<file path="src/rtl/wb_port_arbiter.sv">
// wb_port_arbiter: shares the register-file write port between the Writeback
// stage and the MDU result FIFO. The pipeline has priority. A starvation
// counter force-grants the MDU head after STARVE_LIMIT denied cycles. A
// pending-destination mask is exported to the hazard unit.
module wb_port_arbiter #(
    parameter int DEPTH        = 2,
    parameter int STARVE_LIMIT = 4
) (
    input  logic        clk,
    input  logic        rst,
    input  logic        W_reg_write,
    input  logic [4:0]  W_rd_addr,
    input  logic [31:0] W_rd,
    input  logic        md_valid,
    input  logic [4:0]  md_rd_addr,
    input  logic [31:0] md_rd_data,
    output logic        md_ready,
    output logic        wb_stall,
    output logic        rf_we,
    output logic [4:0]  rf_waddr,
    output logic [31:0] rf_wdata,
    output logic [31:0] md_pending
);

    localparam int         AW    = $clog2(DEPTH);
    localparam logic [3:0] LIMIT = 4'(STARVE_LIMIT);

    typedef enum logic [1:0] {
        GNT_IDLE,
        GNT_PIPE,
        GNT_MDU
    } grant_e;

    logic [4:0]  mem_rd   [DEPTH];
    logic [31:0] mem_data [DEPTH];
    logic [AW:0] wptr, rptr, count;
    logic [4:0]  head_rd;
    logic [31:0] head_data;
    logic [3:0]  starve_cnt;
    logic        empty, full, preq, mreq, head_nz, force_mdu, push, pop;
    grant_e      grant;

    // Pointers carry one extra wrap bit so full and empty stay distinct.
    assign count     = wptr - rptr;
    assign empty     = (wptr == rptr);
    assign full      = (wptr[AW] != rptr[AW]) && (wptr[AW-1:0] == rptr[AW-1:0]);
    assign head_rd   = mem_rd[rptr[AW-1:0]];
    assign head_data = mem_data[rptr[AW-1:0]];

    assign preq      = W_reg_write && (W_rd_addr != 5'd0);
    assign mreq      = !empty;
    assign head_nz   = (head_rd != 5'd0);
    assign force_mdu = mreq && head_nz && (starve_cnt == LIMIT);

    // md_ready depends on occupancy only, so a full FIFO that pops this
    // cycle still refuses the offered result.
    assign md_ready  = !full;
    assign push      = md_valid && md_ready;
    assign wb_stall  = !rst && force_mdu && preq;

    // A head aimed at x0 is dropped without consuming the write port.
    assign pop       = !rst && ((grant == GNT_MDU) || (mreq && !head_nz));

    // Grant decision: forced MDU, then pipeline, then MDU into an idle slot.
    always_comb begin
        grant = GNT_IDLE;
        if (rst) begin
            grant = GNT_IDLE;
        end else if (force_mdu) begin
            grant = GNT_MDU;
        end else if (preq) begin
            grant = GNT_PIPE;
        end else if (mreq && head_nz) begin
            grant = GNT_MDU;
        end
    end

    // Register-file port mux driven from the grant.
    always_comb begin
        // NOTE: every output gets a default before the case so no latch is inferred.
        rf_we    = 1'b0;
        rf_waddr = 5'd0;
        rf_wdata = 32'd0;
        case (grant)
            GNT_PIPE: begin
                rf_we    = 1'b1;
                rf_waddr = W_rd_addr;
                rf_wdata = W_rd;
            end
            GNT_MDU: begin
                rf_we    = 1'b1;
                rf_waddr = head_rd;
                rf_wdata = head_data;
            end
            default: ;
        endcase
    end

    // Pending-destination mask: one-hot rd of every occupied FIFO slot.
    always_comb begin
        md_pending = '0;
        for (int k = 0; k < DEPTH; k++) begin
            if ((AW+1)'(k) < count) begin
                md_pending[mem_rd[rptr[AW-1:0] + AW'(k)]] = 1'b1;
            end
        end
        md_pending[0] = 1'b0;
    end

    // FIFO storage write on push.
    always_ff @(posedge clk) begin
        // NOTE: storage is not reset; the pointers alone define which slots are valid.
        if (push) begin
            mem_rd[wptr[AW-1:0]]   <= md_rd_addr;
            mem_data[wptr[AW-1:0]] <= md_rd_data;
        end
    end

    // Pointer and starvation-counter state.
    always_ff @(posedge clk) begin
        // NOTE: sequential state uses non-blocking assignments so all flops update together.
        if (rst) begin
            wptr       <= '0;
            rptr       <= '0;
            starve_cnt <= 4'd0;
        end else begin
            if (push) wptr <= wptr + 1'b1;
            if (pop)  rptr <= rptr + 1'b1;
            if ((grant == GNT_MDU) || empty) begin
                starve_cnt <= 4'd0;
            end else if ((grant == GNT_PIPE) && head_nz && (starve_cnt != LIMIT)) begin
                starve_cnt <= starve_cnt + 4'd1;
            end
        end
    end

endmodule

</file>
<file path="config.mk">
export PLATFORM = sky130hd
export DESIGN_NAME = wb_port_arbiter
export DESIGN_NICKNAME = d
export VERILOG_FILES = /design/src/rtl/wb_port_arbiter.sv
export SDC_FILE = /design/constraint.sdc
export NUM_CORES = 1
export LEC_CHECK = 0
export ABC_AREA = 0
export ABC_CLOCK_PERIOD_IN_PS = 3300
export CAP_MARGIN = 20
export CORE_UTILIZATION = 46
export CTS_CLUSTER_DIAMETER = 120
export CTS_CLUSTER_SIZE = 24
export DETAILED_ROUTE_END_ITERATION = 10
export PLACE_DENSITY = 0.81
export SLEW_MARGIN = 20
export SYNTH_ARGS = -nofsm -noshare
export SYNTH_HDL_FRONTEND = slang
export SYNTH_SLANG_ARGS = --single-unit
</file>
<file path="constraint.sdc">
create_clock -name clk -period 3.3 [get_ports clk]
set_input_delay 0.33 -clock clk [delete_from_list [all_inputs] [get_ports clk]]
set_output_delay 0.33 -clock clk [all_outputs]
set_load 0.01 [all_outputs]
</file>
==> results of run 1 <==
## power by group through the flow
stage          combinational [uW]  clock, uW  sequential [uW]
3_3_place_gp                  878          0             1340
3_5_place_dp                  902          0             1350
4_1_cts                       925        742             1330
2_1_floorplan                 537          0             1340
6_report                      961        737             1330
5_1_grt                      1020        784             1340
## cells in the final DEF (no fill, tap or decap), types with 4 or more instances in the layout
master           synthesis  final
dlygate4sd2_1            0     28
inv_1                    9      9
clkdlybuf4s50_1          0    111
nand2_1                 22     21
edfxtp_1                74     74
buf_4                    1     21
a22oi_1                 35     33
nor2_1                  42     40
o21ai_0                 10      9
o22ai_1                 20     20
mux2i_1                  5      5
nand3b_1                 4      4
o32ai_1                 13     13
dlymetal6s2s_1           0      9
buf_12                   0      4
ha_1                     6      4
clkbuf_8                 0      9
dfxtp_1                  9      8
a31oi_1                  4      4
nor3_1                   5      5
mux2_2                  36     36
a21oi_1                  6      6
nand2b_1                 9      9
## how the worst max path moves through the flow
stage                       startpoint              to  cells past startpoint
after floorplan                wptr[0]  mem_data[0][0]                      5
after global placement    W_rd_addr[0]     rf_waddr[3]                     10
after detailed placement  W_rd_addr[0]    rf_wdata[14]                     11
after CTS                 mem_rd[0][3]    rf_wdata[31]                      9
after global routing      W_rd_addr[0]    rf_wdata[17]                     11
final                     W_rd_addr[0]           rf_we                     10
## area by class of cell
type	count	area, sq um
Clock buffer	10	128
Clock inverter	6	71.3
Fill cell	678	2780
Inverter	9	33.8
Multi-Input combinational cell	265	1960
Sequential cell	83	2410
Tap cell	129	161
Timing Repair Buffer	177	1790
## logic make-up after synthesis
family          Yosys count  share of synthesized area (%)
simple gates            110                           12.2
mux                      41                           10.2
xor+xnor                  3                          0.955
buf+inv                  38                           4.07
fa+ha+maj                 6                           1.69
other cells               1                         0.0842
compound gates          104                           16.8
flops                    83                           53.9
## stage by stage
step	worst slack, ps	cells
finish	138	679
global route	28.5	679
CTS	1.79	676
detailed placement	-18.3	653
global placement	12.0	653
floorplan	248	386
## state kept, by name, summed over array words and instances (netlist names), named ones only
register	flops
starve_cnt	4
wptr	2
rptr	2
mem_rd	10
mem_data	64
## worst reg2reg max path, delay by kind of cell, from the launching register on
kind | cells | cell delay, ps
DFF | 1 | 390
buffers and inverters | 1 | 160
AOI/OAI and AO/OA | 2 | 430
adders and majority gates | 1 | 170
and+or+nand+nor | 5 | 1420
## layer usage
layer  vias to the layer above  part of all wire (%)
met3                        27                   7.0
met2                       212                    51
met1                      1864                    40
met4                         0                   2.3
met5                         -                     0
li1                       1817                     -
## timing repair
item | CTS | global route
pin swaps | 3 | 1
setup endpoints to repair | 38 | 27
cloned | 1 | 1
resized for setup | 39 | 17
buffers inserted | 6 | 2
==> summary.txt, run 1 <==
Min path
  • HP Start: starve_cnt[3]
  • Hold EP: starve_cnt[3]
  • Hold path depth: 2
  • Hold WC Path Type: reg -> reg

Yosys
  • Fraction of registers with async set/reset: 0%
  • Count leader, synth: edfxtp_1
  • Mapped Area: 0.00445 sq mm
  • Synth warn: 0
  • Top cells by area, synth: edfxtp_1 (50%), mux2_2 (9.1%), a22oi_1 (5.9%), dfxtp_1 (4.0%), nor2_1 (3.5%)
  • Syn Area/Cell: 11.5 sq um
  • Post-synth EDFFs: 74
  • Top cells by count, synth: edfxtp_1 (74), nor2_1 (42), mux2_2 (36)
  • Mapped Nets: 470
  • Area leader, netlist: edfxtp_1
  • Register bit total from synthesis: 83
  • Synth top area share: 49.9%
  • Synth cell types: 53
  • Sequential area share after synthesis: 53.9%
  • Mapped Cells: 386
  • Top_reg_cell synth: edfxtp_1

STA
  • Tcrit/Tclk final: 95.8%
  • Clock Skew: 13.3 ps
  • F_max: 316 MHz
  • Final Setup Violations: 0
  • Relative slew slack: 36.6%
  • WHS: 550 ps
  • Hold Vio Cnt, Final: 0
  • Fin crit period: 3160 ps
  • RSZ-0062 raised after global routing: false
  • Setup_tns: 0 ps
  • Slew Limit Fails: 0
  • Measured slew at the worst slew-check pin: 941 ps

Global routing
  • First-pass GRT wire length: 19,100 microns
  • GRT Total Usage: 24.7%
  • Largest net degree at the start of global routing: 38
  • Antenna violations before repair: 0
  • GR Util met2: 44.2%
  • Met1 GRT Util: 28.5%
  • Total gr overflow: 0
  • Most Used Layer, Global Route: met2
  • Vias in the first global route: 3,905
  • GR Util met3: 5.92%

Layout
  • Post-route cell area: 0.00655 sq mm
  • Area growth, synth to finish: 47.0%
  • Diode count: 0
  • Fin nets: 629
  • Layout cells sized above 1: 18.7%
  • Layout Utilization: 70.2%

Pwr
  • Power Density: 462 mW/mm^2
  • PnR Total Power: 3020 uW
  • Clock share of power: 24.4%
  • Leakage: 0.00242 uW
  • Share of total power in combinational logic: 31.8%
  • Maximum vdd ir drop: 0.000364 V
  • Sequential Power Share: 43.9%
  • Internal: 2090 uW
  • Switching share of power: 30.8%
  • Sw power: 931 uW

Place
  • Placed cell areas: 0.00616 sq mm
  • Post-DP HPWL: 8550 microns
  • GP Congestion: 0.865
  • IO Port Bufs: 148

Critical path
  • Crit-path cells: clkdlybuf4s50_1, or4_1, o21ai_0, buf_4, nor2_1, and2_4, ha_4, buf_12, inv_1, clkdlybuf4s50_1
  • Crit-path max FO: 34
  • Crit-path most repeated cell: clkdlybuf4s50_1
  • Critical path class: in -> out
  • Worst path max stage delay: 500 ps
  • Reg2Reg Launch Point: mem_rd[1][2]
  • Flop2flop setup slack: 670 ps
  • Worst Path Arrival: 2830 ps
  • Critical path launch point type: input port
  • Worst path slowest cell: or4_1
  • Worst r2r path cells: 9
  • Required time of the critical path: 2970 ps
  • RR Endpoint: starve_cnt[3]
  • Crit end category: output port
  • Worst path top cell family by delay: buffers and inverters
  • WP buf/inv: 5

Floorplanning
  • Die area: 0.0101 sq mm
  • Initial Utilization: 47.7%
  • CORE AREA: 0.00933 sq mm
  • Row cnt: 35
  • Die Height: 100 microns
  • Number of I/O pins: 150
  • Die W: 100 microns

Detailed routing
  • Antenna Nets Post-Route: 0
  • DR WL/cell: 18.7 microns
  • Total detailed-routing wirelength: 12,700 microns
  • First-pass DRT Iterations: 5
  • Vias per inst: 5.77
  • DR vias: 3,920
  • Iter 0 DRT Violations: 223
  • # DRC: 0

Clocking
  • CTS Hold Bufs: 0
  • Later-pin clock latency in the skew report: 350 ps
  • H-Tree Depth: 3
  • Inserted Clock Buffers: 9
  • Clk slew on worst S/H paths: 80 ps
  • CTS tree: built
  • CTS Sinks: 83
  • Clk buf depth: 2
  • Clock root buffer: clkbuf_8

Outcome
  • Outcome: complete, no violations

Flow run
  • Max_cap viols: 0
No activity file was read; power rests on OpenSTA's default activity.
==> inputs of run 2 (changes only) <==
--- a/config.mk
+++ b/config.mk
@@ -6,7 +6,6 @@
 export NUM_CORES = 1
 export LEC_CHECK = 0
 export ABC_AREA = 0
-export ABC_CLOCK_PERIOD_IN_PS = 3300
 export CAP_MARGIN = 20
 export CORE_UTILIZATION = 46
 export CTS_CLUSTER_DIAMETER = 120
==> results of run 2 <==
No change in the layout: final DEF, timing and power equal those of run 1.
